==> src/rtl/jpeg_pkg.sv <==
// Shared types, zigzag-to-raster LUT and coefficient saturation for the dezigzag/dequant block.
package jpeg_pkg;

  localparam int COEF_BITS = 12;
  localparam int QENT_BITS = 8;
  localparam int COEF_MAX  = (1 << (COEF_BITS - 1)) - 1;
  localparam int COEF_MIN  = -(1 << (COEF_BITS - 1));

  typedef logic signed [COEF_BITS-1:0] coef_t;
  typedef logic [QENT_BITS-1:0]        qent_t;

  typedef enum logic [1:0] {
    ST_IDLE = 2'd0,
    ST_FILL = 2'd1,
    ST_EMIT = 2'd2
  } dq_state_e;

  // zigzag scan index -> natural raster index (row*8 + col)
  localparam logic [5:0] ZZ2NAT [64] = '{
     0,  1,  8, 16,  9,  2,  3, 10, 17, 24, 32, 25, 18, 11,  4,  5,
    12, 19, 26, 33, 40, 48, 41, 34, 27, 20, 13,  6,  7, 14, 21, 28,
    35, 42, 49, 56, 57, 50, 43, 36, 29, 22, 15, 23, 30, 37, 44, 51,
    58, 59, 52, 45, 38, 31, 39, 46, 53, 60, 61, 54, 47, 55, 62, 63
  };

  function automatic coef_t sat_coef(input logic signed [31:0] p);
    if (p > COEF_MAX) return coef_t'(COEF_MAX);
    if (p < COEF_MIN) return coef_t'(COEF_MIN);
    return coef_t'(p[COEF_BITS-1:0]);
  endfunction

endpackage

==> src/rtl/jpeg_qt_regs.sv <==
// Two 64-entry quantisation tables (zigzag order): registered write, combinational read.
module jpeg_qt_regs #(
  parameter int Q_W = 8
) (
  input  logic           clk,
  input  logic           wr_en,
  input  logic           wr_sel,
  input  logic [5:0]     wr_addr,
  input  logic [Q_W-1:0] wr_data,
  input  logic           rd_sel,
  input  logic [5:0]     rd_addr,
  output logic [Q_W-1:0] rd_data
);

  logic [Q_W-1:0] tbl [2][64];

  // Tables are host-loaded and deliberately not reset.
  always_ff @(posedge clk) begin
    if (wr_en) tbl[wr_sel][wr_addr] <= wr_data;
  end

  assign rd_data = tbl[rd_sel][rd_addr];

endmodule

==> src/rtl/jpeg_dezigzag_dequant.sv <==
// Expands (run, level, EOB) symbols into a dequantised 8x8 block in raster order for the IDCT.
// Optional DC prediction on the first symbol of each block: define JPEG_DC_PRED_EN.
//   state | meaning
//   IDLE  | waiting for the first symbol of a block (k treated as 0)
//   FILL  | accepting AC symbols until EOB, pos 63 or run overflow
//   EMIT  | one cycle: masked buffer copied to blk_out, valid_out next cycle
module jpeg_dezigzag_dequant
  import jpeg_pkg::*;
#(
  parameter int CH_W   = 2,
  parameter int COEF_W = 12,
  parameter int Q_W    = 8
) (
  input  logic                            clk,
  input  logic                            rst,
  input  logic                            sym_valid,
  output logic                            sym_ready,
  input  logic [3:0]                      sym_run,
  input  logic signed [COEF_W-1:0]        sym_level,
  input  logic                            sym_eob,
  input  logic [CH_W-1:0]                 sym_chan,
  input  logic                            dc_restart,
  input  logic                            qt_wr,
  input  logic                            qt_sel,
  input  logic [5:0]                      qt_addr,
  input  logic [Q_W-1:0]                  qt_data,
  output logic [7:0][7:0][COEF_W-1:0]     blk_out,
  output logic [CH_W-1:0]                 chan_out,
  output logic                            valid_out,
  output logic                            fmt_err
);

  localparam int P_W = COEF_W + Q_W + 1;

  dq_state_e                state_q, state_d;
  logic                     rdy_q;
  logic [6:0]               k_q, base, pos;
  logic [63:0]              mask_q;
  logic [CH_W-1:0]          chan_q;
  logic                     tsel_q, tsel;
  logic                     acc, first, ovf, done, wr_coef;
  logic [5:0]               nat;
  logic [Q_W-1:0]           q_rd;
  logic signed [COEF_W-1:0] level_eff;
  logic signed [P_W-1:0]    lvl_x, q_x, prod;
  logic signed [COEF_W-1:0] coef_buf [64];

  assign sym_ready = rdy_q && (state_q != ST_EMIT);
  assign acc       = sym_valid && sym_ready;
  assign first     = (state_q == ST_IDLE);
  assign base      = first ? 7'd0 : k_q;
  assign pos       = base + {3'd0, sym_run};
  assign ovf       = pos[6];
  assign nat       = ZZ2NAT[pos[5:0]];
  assign tsel      = first ? (sym_chan != '0) : tsel_q;
  assign wr_coef   = acc && !sym_eob && !ovf;
  assign done      = acc && (sym_eob || ovf || (pos == 7'd63));

  jpeg_qt_regs #(.Q_W(Q_W)) u_qt (
    .clk     (clk),
    .wr_en   (qt_wr),
    .wr_sel  (qt_sel),
    .wr_addr (qt_addr),
    .wr_data (qt_data),
    .rd_sel  (tsel),
    .rd_addr (pos[5:0]),
    .rd_data (q_rd)
  );

`ifdef JPEG_DC_PRED_EN
  logic signed [COEF_W-1:0] pred_q [3];
  logic [1:0]               pidx;
  logic                     pred_ok;

  assign pidx      = 2'(sym_chan);
  assign pred_ok   = int'(sym_chan) < 3;
  assign level_eff = (first && pred_ok) ? pred_q[pidx] + sym_level : sym_level;

  // restart wins over a same-cycle DC update
  always_ff @(posedge clk or negedge rst) begin
    if (!rst) begin
      for (int i = 0; i < 3; i++) pred_q[i] <= '0;
    end else if (dc_restart) begin
      for (int i = 0; i < 3; i++) pred_q[i] <= '0;
    end else if (acc && first && !sym_eob && pred_ok) begin
      pred_q[pidx] <= level_eff;
    end
  end
`else
  logic unused_dc_restart;
  assign unused_dc_restart = dc_restart;
  assign level_eff         = sym_level;
`endif

  assign lvl_x = P_W'(level_eff);
  assign q_x   = P_W'({1'b0, q_rd});
  assign prod  = lvl_x * q_x;

  always_ff @(posedge clk or negedge rst) begin
    if (!rst) state_q <= ST_IDLE;
    else      state_q <= state_d;
  end

  always_comb begin
    state_d = state_q;
    case (state_q)
      ST_IDLE, ST_FILL: begin
        if (done)     state_d = ST_EMIT;
        else if (acc) state_d = ST_FILL;
      end
      ST_EMIT: state_d = ST_IDLE;
      default: state_d = ST_IDLE;
    endcase
  end

  // Assembly buffer is indexed in raster order; stale entries are hidden by the mask.
  always_ff @(posedge clk) begin
    if (wr_coef) coef_buf[nat] <= sat_coef(32'(prod));
  end

  always_ff @(posedge clk or negedge rst) begin
    if (!rst) begin
      rdy_q     <= 1'b0;
      k_q       <= '0;
      mask_q    <= '0;
      chan_q    <= '0;
      tsel_q    <= 1'b0;
      blk_out   <= '0;
      chan_out  <= '0;
      valid_out <= 1'b0;
      fmt_err   <= 1'b0;
    end else begin
      rdy_q     <= 1'b1;
      valid_out <= 1'b0;
      fmt_err   <= 1'b0;
      if (acc) begin
        if (first) begin
          chan_q <= sym_chan;
          tsel_q <= tsel;
        end
        if (wr_coef) begin
          mask_q[nat] <= 1'b1;
          k_q         <= pos + 7'd1;
        end
        if (!sym_eob && ovf) fmt_err <= 1'b1;
      end
      if (state_q == ST_EMIT) begin
        for (int r = 0; r < 8; r++) begin
          for (int c = 0; c < 8; c++) begin
            blk_out[3'(r)][3'(c)] <= mask_q[{3'(r), 3'(c)}] ? coef_buf[{3'(r), 3'(c)}] : '0;
          end
        end
        chan_out  <= chan_q;
        valid_out <= 1'b1;
        mask_q    <= '0;
        k_q       <= '0;
      end
    end
  end

endmodule

==> config.mk <==
export PLATFORM = sky130hd
export DESIGN_NAME = jpeg_dezigzag_dequant
export DESIGN_NICKNAME = d
export VERILOG_FILES = /design/src/rtl/jpeg_pkg.sv /design/src/rtl/jpeg_qt_regs.sv /design/src/rtl/jpeg_dezigzag_dequant.sv
export SDC_FILE = /design/constraint.sdc
export NUM_CORES = 2
export LEC_CHECK = 0
export ABC_AREA = 1
export CORE_MARGIN = 3
export CORE_UTILIZATION = 40
export CTS_CLUSTER_SIZE = 28
export DETAILED_ROUTE_END_ITERATION = 16
export HOLD_SLACK_MARGIN = 0.1
export MAX_ROUTING_LAYER = met4
export PLACE_DENSITY = 0.68
export SLEW_MARGIN = 5
export SYNTH_ARGS = -nofsm -noshare
export SYNTH_HDL_FRONTEND = slang
export SYNTH_SLANG_ARGS = --single-unit
==> constraint.sdc <==
create_clock -name clk -period 18.2 [get_ports clk]
set_input_delay 2.73 -clock clk [delete_from_list [all_inputs] [get_ports clk]]
set_output_delay 2.73 -clock clk [all_outputs]
set_load 0.02 [all_outputs]
# Word level (Yosys, flattened, before mapping)
# Memories as Yosys holds them, arrays and structs flattened.
# Index checks and enable logic that the tools add are counted.
dict set report word_totals {
  latchBits 0
  out_inout_bits 773
  in_bits 39
  ramBits 1792
  regBits 273
  romBits 384
  elab_cells 118
  n_memories 3
}
dict set report classes {
  div 0
  multipliers 1
  n_lt_le_gt_ge 7
  eq_ne 5
  n_bitwise 3
  mux 53
  shifts 0
  n_reduce_logical 19
  addsub 2
}
# memory depth width read_ports rd_clocked_by_memory_dff write_ports line_no
set mem_list {}
lappend mem_list {u_qt.tbl 2 512 1 0 1 jpeg_qt_regs.sv:15} ;# logic [Q_W-1:0] tbl [2][64];
lappend mem_list {coef_buf 64 12 16 0 1 jpeg_dezigzag_dequant.sv:46} ;# logic signed [COEF_W-1:0] coef_buf [64];
lappend mem_list {{(name not given)} 64 6 1 0 0 jpeg_dezigzag_dequant.sv:54} ;# assign nat = ZZ2NAT[pos[5:0]];
# operator n
set op_table {}
lappend op_table {{$mux 512} 1}
lappend op_table {{$mux 12} 21}
lappend op_table {{$mux 64} 3}
lappend op_table {{$or 64x64->64} 1}
lappend op_table {{$bmux 8 s6} 1}
lappend op_table {{$demux 8 s6} 1}
lappend op_table {{$mux 7} 4}
lappend op_table {{$mux 8} 3}
lappend op_table {{$gt 21x12->1 const B} 1}
lappend op_table {{$lt 21x12->1 const B} 1}
lappend op_table {{$mul 12x9->21} 1}
lappend op_table {{$ge 7x7->1 const B} 2}
lappend op_table {{$not 6->7} 2}
lappend op_table {{$mux 1} 13}
lappend op_table {{$mux 6} 2}
lappend op_table {{$logic_and 1x1->1} 8}
lappend op_table {{$add 7x1->7 const B} 1}
lappend op_table {{$add 7x4->7} 1}
lappend op_table {{$eq 7x6->1 const B} 1}
lappend op_table {{$lt 6x7->1 const B} 1}
lappend op_table {{$lt 7x1->1 const B} 1}
lappend op_table {{$demux 1 s6} 1}
lappend op_table {{$ge 6x1->1 const B} 1}
lappend op_table {{$mux 2} 3}
lappend op_table {{other kinds (10)} 15}

# Depth between registers and ports, before layout
dict set report logic_depth {
  ltp_word 16
  mapped_depth 47
}

# Hierarchy
# A second synthesis with hierarchy kept.
dict set report unflattened {
  cells_unflattened 6173
  hier_area_um2 66497.5
}
# module cells_per_inst area_per_inst_um2 seq_area_each_um2 n_inst
set modules_own_cells {}
lappend modules_own_cells {jpeg_qt_regs 3606 42225.5 30749.5 1}
lappend modules_own_cells {jpeg_dezigzag_dequant 2567 24272.0 11395.9 1}

# Least setup slack after synthesis
# OpenSTA, ideal clock, no wires.
dict set report synth_path {
  path_type {input to register}
  start {input port sym_run[0]}
  end {memory coef_buf[0][10] (data pin)}
  required_time_ns 17.874
  setup_slack_ns 8.372
  stages 32
  t_arrival_ns 9.502
  cell_sequence {ha_1 > inv_1 > fa_1 > inv_1 > nand2_1 > clkinv_1 > buf_2 > buf_1 > nand2_1 > nand4_1 > a21oi_1 > nand3_1 > nand2_2 > nand2_1 > fa_1 > fa_1 > inv_1 > fa_1 > inv_1 > fa_1 > inv_1 > ha_1 > a21oi_1 > o21ai_0 > inv_1 > nand3_1 > nand2_1 > nand2_1 > xor2_1 > o21bai_1 > clkbuf_1 > nand2_1}
}
dict set report synth_between {
  elab_chain_cells 13
}
# element line_no
set synth_lines {}
lappend synth_lines {{start: declaration} jpeg_dezigzag_dequant.sv:18} ;# input logic [3:0] sym_run,
lappend synth_lines {{$add 7x4->7 (*)} jpeg_dezigzag_dequant.sv:52} ;# assign pos = base + {3'd0, sym_run};
lappend synth_lines {{$not 6->7 (implied by the code) (*)} jpeg_qt_regs.sv:22} ;# assign rd_data = tbl[rd_sel][rd_addr];
lappend synth_lines {{$bmux 8 s6 (*)} jpeg_qt_regs.sv:22}
lappend synth_lines {{$mux 8 (implied by the code) (*) (2 in series)} jpeg_qt_regs.sv:22}
lappend synth_lines {{$mul 12x9->21 (*)} jpeg_dezigzag_dequant.sv:97} ;# assign prod = lvl_x * q_x;
lappend synth_lines {{$lt 21x12->1} jpeg_pkg.sv:28} ;# if (p < COEF_MIN) return coef_t'(COEF_MIN);
lappend synth_lines {{$mux 1 (2 in series)} jpeg_pkg.sv:28}
lappend synth_lines {{$mux 1} jpeg_dezigzag_dequant.sv:118} ;# if (wr_coef) coef_buf[nat] <= sat_coef(32'(prod));
lappend synth_lines {{$mux 12} jpeg_pkg.sv:29} ;# return coef_t'(p[COEF_BITS-1:0]);
lappend synth_lines {{$mux 12 (*)} jpeg_pkg.sv:28}
lappend synth_lines {{$mux 12 (*)} jpeg_dezigzag_dequant.sv:118}
lappend synth_lines {{end: declaration} jpeg_dezigzag_dequant.sv:46}
# Mark *: on every way between the ends. The rest lies on a longest branch, timed or not. The select of a mux whose other input is x is not followed.

# Worst setup path after layout
dict set report layout_path {
  start {input port sym_run[0]}
  end {memory coef_buf[1][3] (data pin)}
}
# The elaborated chain is that of the path after synthesis.

==> metrics.cfg <==
[worst_setup_path]
crit_path_max_fanout=32
crit_type=in -> reg
crit_path_frequent_cell=nand2_1
critical_path_required_ps=18400
critPathCaptureType=flop
slowest_stage=nand2_1
cp-start-kind=input port
crit_path_max_incr_delay_ps=990
crit_arrival_ps=13000

[synthesis]
synth-xor-area-share=0.00197
syn_area_per_cell_um2=10.6
synthTopCellsByArea=edfxtp_1 (55%), nand2_1 (11%), dfrtp_1 (8.5%), buf_4 (7.1%), nand3_1 (5.7%)
synth_top_area_cell=edfxtp_1
synth_cells=6237
yosys_register_bits=1441
synth_top_family_by_area=simple AND/OR/NAND/NOR gates
yosysUniqueCellTypes=39
synth-edff-count=1216
synth.top_cell.area_share=0.551
synth_area_um2=66200
synth.most_common_cell=nand2_1
seq_area_frac_synth=0.637
ys.flop_type=edfxtp_1
yosys-top-cells-count=nand2_1 (1995), edfxtp_1 (1216), nand3_1 (753), buf_4 (622), inv_1 (328)
async_flop_share=0.156
synth_simple_gate_area_frac=0.198
synth-compound-area-share=0.0216
synth.area.mux_share=0
synth-adder-area-share=0.0352
yosysWarnings=576

[clock_network]
cts_setup_buffers=0
clockBufferDepth=3
cts_root_buffer=clkbuf_16
cts_tree=built
cts_max_level=4
cts_buffers=148
clock_sinks=1441
cts_hold_buffers=0
cts-resized-gates=0
clk_pin_slew_ps=60
clk_latency_ps=790

[outcome]
status=finished clean

[die]
die_w_um=413
initial_core_util=0.405
die_h_um=413
core_um2=164000
rows=148
die_area_um2=170000
io_pins=812

[sta]
period_minus_slack_ps=12800
slew_headroom=0.142
fin_crit_sh=0.703
hold_viol_final=0
grt_setup_unrepaired=false
setup_violations=0
drv_slew=0
skew_ps=56.0
setup_tns_ps=0
worst_pin_slew_ps=1280
max_freq_mhz=78.1

[drt]
vias_per_cell=4.97
dr.pass1.iters=6
wl_met1_mm=64.5
wl_met2_mm=79.9
final_antenna_net_count=0
top_layer_used=met4
drt_iter0_markers=4494
drt-total-wl_mm=163
remaining_drc_errors=0
via_count=43200
avgRoutedWirePerCell_um=18.7
wl_met3_mm=12.8

[layout]
fillerInstances=14800
drive_gt1_frac=0.0525
finish.utilization=0.448
seq_area_um2=42100
fin_nets=6584
syn_to_final_growth_pct=10.7
multi_input_area_um2=19300

[grt]
grt_pass1_vias=41000
grt_max_degree=212
antenna_found_initial=10
grt_pass1_wl_mm=244
grt-ovfl-total=0
grt_use_total=0.191

[placed_design]
numPortBuffers=234
dp_hpwl_mm=100
place_congestion=0.887

[run]
cap_violations=0

[hold_path]
min_path_type=reg -> reg

## final cells by class
class                           count  share of cell area
Clock inverter                     72              0.0116
Multi-Input combinational cell   4151               0.263
Inverter                          341              0.0176
Tap cell                         2175              0.0371
Antenna cell                        7            0.000239
Clock buffer                      191              0.0536
Sequential cell                  1441               0.575
Timing Repair Buffer              323              0.0420
## state kept, by name, summed over array words and instances, names as in the netlist, 2 cells and up
name      flops
u_qt.tbl   1024
blk_out     192
coef_buf    192
mask_q       16
k_q           7
chan_out      2
chan_q        2
state_q       2
## kinds of logic after synthesis
family	Yosys count
other cells	2
simple gates	3161
fa+ha+maj	139
compound gates	260
flops	1441
buf+inv	1220
xor+xnor	14
## layer usage
layer / track usage / vias to the layer above
li1: - / 20000
met2: 0.310 / 1894
met1: 0.243 / 21000
met4: 0.0732 / 0
met5: - / -
met3: 0.0289 / 295
## path summary, 6_finish.rpt
check / from / endpoint / slack [ps] / cells after the start
max in group asynchronous: rst / blk_out[25]$_DFFE_PN0P_ / 14110 / 3
worst max register to register: state_q[0]$_DFFE_PN0P_ / coef_buf[1][3]$_DFFE_PP_ / 7060 / 34
min in group asynchronous: rst / blk_out[229]$_DFFE_PN0P_ / 1990 / 1
worst min register to register: coef_buf[24][6]$_DFFE_PP_ / blk_out[294]$_DFFE_PN0P_ / 450 / 2
worst min-delay path: coef_buf[24][6]$_DFFE_PP_ / blk_out[294]$_DFFE_PN0P_ / 450 / 2
worst max-delay path: sym_run[0] / coef_buf[1][3]$_DFFE_PP_ / 5400 / 33
## per-stage QoR
step	setup WS, ps	instances	hold WS (ps)	instance area [um2]
floorplan	8370	6812	449	68400
global placement	4860	8431	452	68500
detailed placement	4760	8431	456	68500
CTS	5540	8694	451	73300
global route	4790	8701	484	73300
finish	5400	8701	452	73300
## cell usage in the layout, fill, tap and decap left out, drive strengths merged
cell | synthesis | layout
nand2 | 2001 | 2001
edfxtp | 1216 | 1216
nand3 | 755 | 755
conb | 2 | 577
inv | 334 | 343
nor2 | 265 | 265
dfrtp | 225 | 225
clkdlybuf4s50 | 0 | 224
clkbuf | 128 | 191
o21ai | 107 | 107
a21oi | 104 | 104
buf | 751 | 99
nor3 | 82 | 82
fa | 79 | 79
ha | 60 | 60
clkinv | 7 | 58
o211ai | 36 | 36
nand4 | 24 | 24
nand3b | 15 | 15
bufinv | 0 | 11
nor4 | 10 | 10
xor2 | 8 | 8
diode | 0 | 7
or2 | 7 | 7
o22ai | 6 | 6
xnor2 | 6 | 6
o21bai | 4 | 4
nor3b | 2 | 2
a21o | 1 | 1
a31oi | 1 | 1
o41ai | 1 | 1
clkinvlp | 0 | 1
## worst max-delay path: cells and delay by family
kind,cells,cell delay (ps)
buffers and inverters,9,2320
and+or+nand+nor,12,3380
adders and majority gates,7,3000
AOI/OAI and AO/OA,4,1260
xor gates and xnor gates,1,210
Power is not shown: default switching activity piles up to over one toggle a cycle in this logic, so the estimate is an artifact.
